**config.mk**
```make
export PLATFORM = sky130hd
export DESIGN_NAME = ysyx_22040895_immgen
export DESIGN_NICKNAME = d
export VERILOG_FILES = /design/src/rtl/ysyx_22040895_immgen.sv
export SDC_FILE = /design/constraint.sdc
export NUM_CORES = 1
export LEC_CHECK = 0
export BUFFER_PORTS_ARGS = -buffer_cell sky130_fd_sc_hd__buf_2
export CORE_UTILIZATION = 40
export DETAILED_ROUTE_END_ITERATION = 8
export HOLD_SLACK_MARGIN = 0.12
export PLACE_DENSITY = 0.61
export SKIP_LAST_GASP = 1
export SYNTH_ARGS = -nofsm -noshare
export SYNTH_HDL_FRONTEND = slang
export SYNTH_SLANG_ARGS = --single-unit
```
**constraint.sdc**
```tcl
create_clock -name clk -period 17.3 [get_ports clk]
set_clock_uncertainty 0.2 [all_clocks]
set_input_delay 1.73 -clock clk [delete_from_list [all_inputs] [get_ports clk]]
set_output_delay 1.73 -clock clk [all_outputs]
set_load 0.02 [all_outputs]
```
**src/rtl/ysyx_22040895_immgen.sv**
```systemverilog
// Decode-stage immediate generator: extracts and extends the RISC-V immediate,
// adds it to the PC, and queues {simm, target, fmt_err} in a DEPTH-entry FIFO.
module ysyx_22040895_immgen #(
  parameter int XLEN  = 64,
  parameter int DEPTH = 2
) (
  input  logic            clk,
  input  logic            rst,
  input  logic            flush_i,
  input  logic            in_valid_i,
  output logic            in_ready_o,
  input  logic [31:0]     inst_i,
  input  logic [2:0]      fmt_i,
  input  logic [XLEN-1:0] pc_i,
  output logic            out_valid_o,
  input  logic            out_ready_i,
  output logic [XLEN-1:0] simm_o,
  output logic [XLEN-1:0] target_o,
  output logic            fmt_err_o
);

  localparam int PW = (DEPTH > 1) ? $clog2(DEPTH) : 1;
  localparam int CW = PW + 1;

  if (XLEN != 32 && XLEN != 64) begin : g_bad_xlen
    $error("ysyx_22040895_immgen: XLEN must be 32 or 64");
  end
  if (DEPTH < 2 || (DEPTH & (DEPTH - 1)) != 0) begin : g_bad_depth
    $error("ysyx_22040895_immgen: DEPTH must be a power of two >= 2");
  end

  typedef struct packed {
    logic [XLEN-1:0] simm;
    logic [XLEN-1:0] target;
    logic            fmt_err;
  } entry_t;

  logic [31:0]     imm32;
  logic            fmt_bad;
  logic [63:0]     imm64;
  logic [XLEN-1:0] simm_in;
  logic [XLEN-1:0] target_in;
  logic            unused_opcode;

  // Every format is first widened to a 32-bit value already extended, so the
  // final widening to XLEN is a plain sign-extension of bit 31 (0 for Z).
  always_comb begin
    imm32   = '0;
    fmt_bad = 1'b0;
    case (fmt_i)
      3'd0: imm32 = {{20{inst_i[31]}}, inst_i[31:20]};
      3'd1: imm32 = {{20{inst_i[31]}}, inst_i[31:25], inst_i[11:7]};
      3'd2: imm32 = {{19{inst_i[31]}}, inst_i[31], inst_i[7], inst_i[30:25],
                     inst_i[11:8], 1'b0};
      3'd3: imm32 = {inst_i[31:12], 12'b0};
      3'd4: imm32 = {{11{inst_i[31]}}, inst_i[31], inst_i[19:12], inst_i[20],
                     inst_i[30:21], 1'b0};
      3'd5: imm32 = {27'b0, inst_i[19:15]};
      default: fmt_bad = 1'b1;
    endcase
  end

  assign unused_opcode = ^inst_i[6:0];
  assign imm64         = {{32{imm32[31]}}, imm32};
  assign simm_in       = imm64[XLEN-1:0];
  assign target_in     = pc_i + simm_in;

  entry_t        mem_q [DEPTH];
  entry_t        mem_d [DEPTH];
  logic [PW-1:0] wr_ptr_q, wr_ptr_d;
  logic [PW-1:0] rd_ptr_q, rd_ptr_d;
  logic [CW-1:0] count_q, count_d;
  logic          push;
  logic          pop;
  entry_t        head;

  assign in_ready_o  = (count_q != CW'(DEPTH));
  assign out_valid_o = (count_q != '0);
  assign push        = in_valid_i && in_ready_o && !flush_i;
  assign pop         = out_valid_o && out_ready_i && !flush_i;

  // Flush wins over any concurrent push or pop; storage contents are left as-is
  // because an empty count already hides them.
  always_comb begin
    mem_d    = mem_q;
    wr_ptr_d = wr_ptr_q;
    rd_ptr_d = rd_ptr_q;
    count_d  = count_q;
    if (flush_i) begin
      wr_ptr_d = '0;
      rd_ptr_d = '0;
      count_d  = '0;
    end else begin
      if (push) begin
        mem_d[wr_ptr_q] = '{simm: simm_in, target: target_in, fmt_err: fmt_bad};
        wr_ptr_d        = wr_ptr_q + 1'b1;
      end
      if (pop) begin
        rd_ptr_d = rd_ptr_q + 1'b1;
      end
      count_d = count_q + CW'(push) - CW'(pop);
    end
  end

  always_ff @(posedge clk) begin
    mem_q <= mem_d;
  end

  always_ff @(posedge clk or negedge rst) begin
    if (!rst) begin
      wr_ptr_q <= '0;
      rd_ptr_q <= '0;
      count_q  <= '0;
    end else begin
      wr_ptr_q <= wr_ptr_d;
      rd_ptr_q <= rd_ptr_d;
      count_q  <= count_d;
    end
  end

  assign head      = mem_q[rd_ptr_q];
  assign simm_o    = out_valid_o ? head.simm    : '0;
  assign target_o  = out_valid_o ? head.target  : '0;
  assign fmt_err_o = out_valid_o ? head.fmt_err : 1'b0;

endmodule

```
Yosys cells after proc, flatten, opt, wreduce, memory -nomap -nowiden
Index checks and enable logic that the tools add are counted.
{"block": "totals", "word_cells": 54, "latchBits": 0, "input_bits": 104, "mem_bits_rw": 0, "rom_bits": 0, "regBits": 262, "memories": 0}
{"block": "op_classes", "reduce_logical": 12, "n_mux": 16, "mul": 0, "n_bitwise": 3, "magnitude_cmp": 3, "n_eq_ne": 6, "div_mod_pow": 0, "n_shift": 0, "n_addsub": 5}
{"cell": "129-bit two-way mux", "count": 4}
{"cell": "258-bit bitwise mux", "count": 1}
{"cell": "32-bit one-hot mux with 6 select lines", "count": 1}
{"cell": "129-bit demux with 1-bit select", "count": 1}
{"cell": "64-bit two-way mux", "count": 2}
{"cell": "64-bit adder", "count": 1}
{"cell": "3-bit by 2-bit equality test with 1-bit output (second input constant)", "count": 2}
{"cell": "3-bit equality test (second input constant)", "count": 2}
{"cell": "1-bit two-way mux", "count": 6}
{"cell": "2-bit nonzero test", "count": 3}
{"cell": "6-bit OR reduction", "count": 1}
{"cell": "1-bit logical AND", "count": 5}
{"cell": "2-bit greater-or-equal comparator (second input constant)", "count": 2}
{"cell": "1-bit inverter with 2-bit output", "count": 2}
{"cell": "3-bit by 1-bit equality test with 1-bit output (second input constant)", "count": 1}
{"cell": "3-bit logical NOT", "count": 1}
{"cell": "1-bit adder (second input constant)", "count": 2}
{"cell": "2-bit by 1-bit adder with 2-bit output", "count": 1}
{"cell": "2-bit by 1-bit < comparator with 1-bit output (second input constant)", "count": 1}
{"cell": "2-bit two-way mux", "count": 1}
{"cell": "2-bit != test (second input constant)", "count": 1}
{"cell": "2-bit AND reduction", "count": 1}
{"cell": "2-bit by 1-bit subtractor with 2-bit output", "count": 1}
{"cell": "1-bit logical NOT", "count": 1}
{"cell": "1-bit inverter", "count": 1}

Logic depth before layout (Yosys ltp)
{"block": "depth", "word_depth": 6, "ltp_mapped": 17, "ltp_nobuf": 15}

Least setup slack after synthesis
No wires, ideal clock.
{"block": "synth_timing", "kind": "in2reg", "start": "input port in_valid_i", "end": "register mem_q[0] in the netlist's numbering, enable pin", "path_stages": 3, "slack_ps": 10406, "t_required_ps": 16547, "arrival_ps": 6140, "path_buffers": 0, "path_cell_list": "nand2_1 > or2_2 > nor2_1"}
{"block": "synth_between", "elab_chain_cells": 3}
{"element": "from (decl)", "line": "10", "source": "input logic in_valid_i,"}
{"element": "1-bit logical AND (2 in a row)", "line": "79", "source": "assign push = in_valid_i && in_ready_o && !flush_i;"}
{"element": "2-bit AND reduction (no source line)"}
{"element": "to (signal assigned)", "line": "106", "source": "mem_q <= mem_d;"}
{"element": "to (decl)", "line": "68", "source": "entry_t mem_q [DEPTH];"}
Every way passes these cells.
A chain may end at the register's enable or synchronous reset.

Final worst setup path
{"block": "layout_timing", "start": "input port fmt_i[0]", "end": "register mem_q[53] in the netlist's numbering, data pin"}
{"block": "layout_between", "elab_chain_cells": 4, "word_cells_on_any_way": 9}
{"element": "from (decl)", "line": "13", "source": "input logic [2:0] fmt_i,"}
{"element": "3-bit equality test (tied with other cells)", "line": "50", "source": "case (fmt_i)"}
{"element": "32-bit one-hot mux with 6 select lines *", "line": "50"}
{"element": "net imm32[29]", "line": "38", "source": "logic [31:0] imm32;"}
{"element": "64-bit adder *", "line": "66", "source": "assign target_in = pc_i + simm_in;"}
{"element": "net target_in[52]", "line": "42", "source": "logic [XLEN-1:0] target_in;"}
{"element": "258-bit bitwise mux *", "line": "95", "source": "mem_d[wr_ptr_q] = '{simm: simm_in, target: target_in, fmt_err: fmt_bad};"}
The timed path passes the listed nets; every way through them passes the cells marked *.

==> metrics.md <==
| Metric | Value |
|---|---|
| Worst path max stage delay | a little over 0.6 ns |
| Skew-Pair Late Insertion Delay | around 0.44 ns |
| Diode count | 0 |
| Leakage power | roughly 0.0057 uW |
| Post-synthesis sequential area ratio | around half |
| Max cap viols | 0 |
| Status | finished, final reports clean |
| Main combinational cell family by area after synthesis | compound AO/OA/AOI/OAI gates |
| Area leader, netlist | edfxtp_1 |
| Non-Filler Instances | approximately 1700 |
| Worst min path class | reg2reg |
| Top-area cell type share of the netlist area | 48.6% |
| Avg WL per Cell | 18.2 um |
| Pre-CTS WS | ~11 ns |
| Final wirelength | roughly 31 mm |
| Clock-pin slew on the worst setup and hold paths | 0.07 ns |
| Placed cell count | roughly 1700 |
| CP Launch Type | input port |
| Num ports | around 240 |
| Syn Area/Cell | 10.8 sq um |
| Post-CTS Hold Fix Bufs | 0 |
| Synthesized area | approximately 12000 sq um |
| Highest Clock Rate | approximately 0.17 GHz |
| Htree depth | 4 |
| CTS tree | yes |
| Cell Chain, Critical Path | buf_2, and2_1, nor2b_1, a21o_1, ha_1, a21oi_1, o21ai_1, a221o_1, a21oi_1, o21ai_1, a311oi_1, nand2_1, a21o_1, a311oi_1 |
| Dpl cell area | about 13000 sq um |
| Setup CP Type | in2reg |
| DRT antenna net count | 0 |
| CP Data Required Time | 17.31 ns |
| Final setup vio count | 0 |
| Vias per cell | ~5.4 |
| DRC errors left | 0 |
| Number of global-route vias before repair | 8400 |
| Synth top area cells | edfxtp_1 49%, mux2i_1 8.2%, ha_1 6.8%, nor2_1 4.6%, a21oi_1 4.1% |
| CTS buffer count | 17 |
| Adder-Cell Fraction of Synth Area | 6.95% |
| Max_slew headroom | around a third |
| GRT overflow | 0 |
| Final period util | around 35% |
| Maximum vdd drop | 50.4 uV |
| Count leader, synth | edfxtp_1 |
| Cells after Synth | 1108 |
| Die ar. | ~31000 sq um |
| Global-route wire length before repair | 46.2 mm |
| Ys async rst share | just over 2% |
| Slowest CP cell | nor2b_1 |
| Initial antenna violation count | 0 |
| Post-layout min period | 5.98 ns |
| PortBufs | roughly 230 |
| Synth Area in Simple Gates | 11.1% |
| Post-Synth XOR/XNOR Area | under 10% |
| Post-synth EDFFs | 194 |
| Pwr per Cell Area | 110 nW/um^2 |
| Setup repair after global routing missed its margin | no |
| DR pass1 iterations | 5 |
| Postcts setup bufs | 0 |
| CTS Buffer Depth | 2 |
| # clock sinks | 198 |
| Crit-path max FO | 19 |
| Std-Cell Rows | 63 |
| Leading cell types by count after synthesis | 194 x edfxtp_1, 148 x nor2_1, 98 x mux2i_1 |
| Synth-to-Final Area Change | 15.4% |
| Fin area | between 10000 and 15000 sq um |
| Synth unique cells | 63 |
| Final hold violation count | 0 |
| Post-synthesis mux area share | under 10% |
| First-iteration detailed-routing DRC count | around 600 |
| Die H | roughly 180 um |
| Final Max Slew Viols | 0 |
| Pin count of the biggest net entering global routing | between 70 and 80 |
| Detail Placement HPWL | about 23 mm |
| Synthesized Nets | around 1300 |
| Fin nets | ~1500 |
| Arr. time, crit path | between 5 and 6 ns |
| Final WS setup | roughly 11 ns |
| Critical path endpoint category | flip-flop |
| Main synth FF type | edfxtp_1 |
| Clk root buf | clkbuf_16 |
| Register bit total from synthesis | between 150 and 200 |
| Total number of vias | 9016 |
| Fin Setup TNS | 0 ns |
| Compound-Gate Fraction of Synth Area | 15.4% |
| Synth Warn # | 0 |
| Slew @ Worst Pin | just over 1 ns |
| Core Box Area | around 30000 sq um |
| Post-CTS resize count | 0 |
| Layout cells sized above 1 | a little over a fifth |
| Die Span X | between 150 and 200 um |
| Gpl congestion | ~0.92 |
| Initial Util | around 41% |
| Gr usage total | 19.9% |
-- worst paths after layout --
kind / start / to / slack (ns) / cells after the start
min in group asynchronous: rst / count_q[1] / 0.88 / 1
min: count_q[0] / count_q[0] / 0.51 / 2
max in group asynchronous: rst / rd_ptr_q / 15.89 / 1
min reg2reg: count_q[0] / count_q[0] / 0.51 / 2
max: fmt_i[0] / mem_q[53] / 11.32 / 14
max reg2reg: count_q[0] / mem_q[47] / 14.34 / 6
-- routing by layer --
metal | track usage [%] | wire length (um) | share of wire [%] | vias up
met5 | 0 | 0 | 0 | -
met2 | 31.9 | 14200 | 46 | 251
met1 | 27.2 | 14600 | 48 | 4294
li1 | - | - | - | 4439
met3 | 3.05 | 1260 | 4.1 | 32
met4 | 6.92 | 592 | 1.9 | 0
-- kinds of logic after synthesis --
logic type               Yosys count
AND/OR/NAND/NOR                  295
multiplexers                      99
adder cells (fa/ha/maj)           66
buffers and inverters            104
XOR/XNOR                          62
flip-flops                       198
AO/OA/AOI/OAI                    284
-- flip-flops by register name (all words and copies together), names as in the netlist --
| signal | cells |
|---|---|
| mem_q | 194 |
| count_q | 2 |
| rd_ptr_q | 1 |
| wr_ptr_q | 1 |
-- stage by stage --
stage	util (%)	hold WS, ns	power, uW
2_1_floorplan	-	0.383	1000
3_3_place_gp	44.9	0.481	1130
3_5_place_dp	44.9	0.495	1140
4_1_cts	46.8	0.514	1530
5_1_grt	46.8	0.550	1590
6_report	46.8	0.511	1520
-- area by class of cell --
cell class	instances	area (sq um)
timing repair buffer	235	1200
sequential	198	5930
fill	2799	15700
clock inverter	14	136
inverter	23	86.3
tap	390	488
multi-input combinational	806	5570
clock buffer	18	429
-- where the power goes --
part           leakage (uW)  internal [uW]  total (uW)  switching [uW]
Clock              0.000274            192         389             197
Sequential          0.00184            589         611            22.5
Combinational       0.00362            179         516             338
-- worst max-delay path, delay by kind of cell --
kind | cells | cell delay (ns)
buf+inv | 1 | 0.27
compound gates | 9 | 2.42
simple gates | 3 | 1.22
fa+ha+maj | 1 | 0.34
-- layout by cell type, fill, tap and decap left out, types with 5 or more instances in the layout --
cell       instances
mux2i_1           98
inv_8              5
ha_1              65
inv_1             23
nor2_1           145
o21ai_0           38
buf_4              8
o21a_1             9
o31ai_1            5
buf_2            227
o21bai_1          12
a21boi_0           5
o22ai_1           11
xnor2_1           38
a31oi_1            8
and3_1             9
o21ai_1            5
clkbuf_16         17
nand3_1           11
nand2_1           57
edfxtp_1         194
xor2_1            24
nor2b_1           10
a21oi_1           97
o211ai_1           6
nand4_1           17
a21o_1            51
and2_1            11
nor3_1             8
a211oi_1           7
Power figures use the tool's default switching activity.
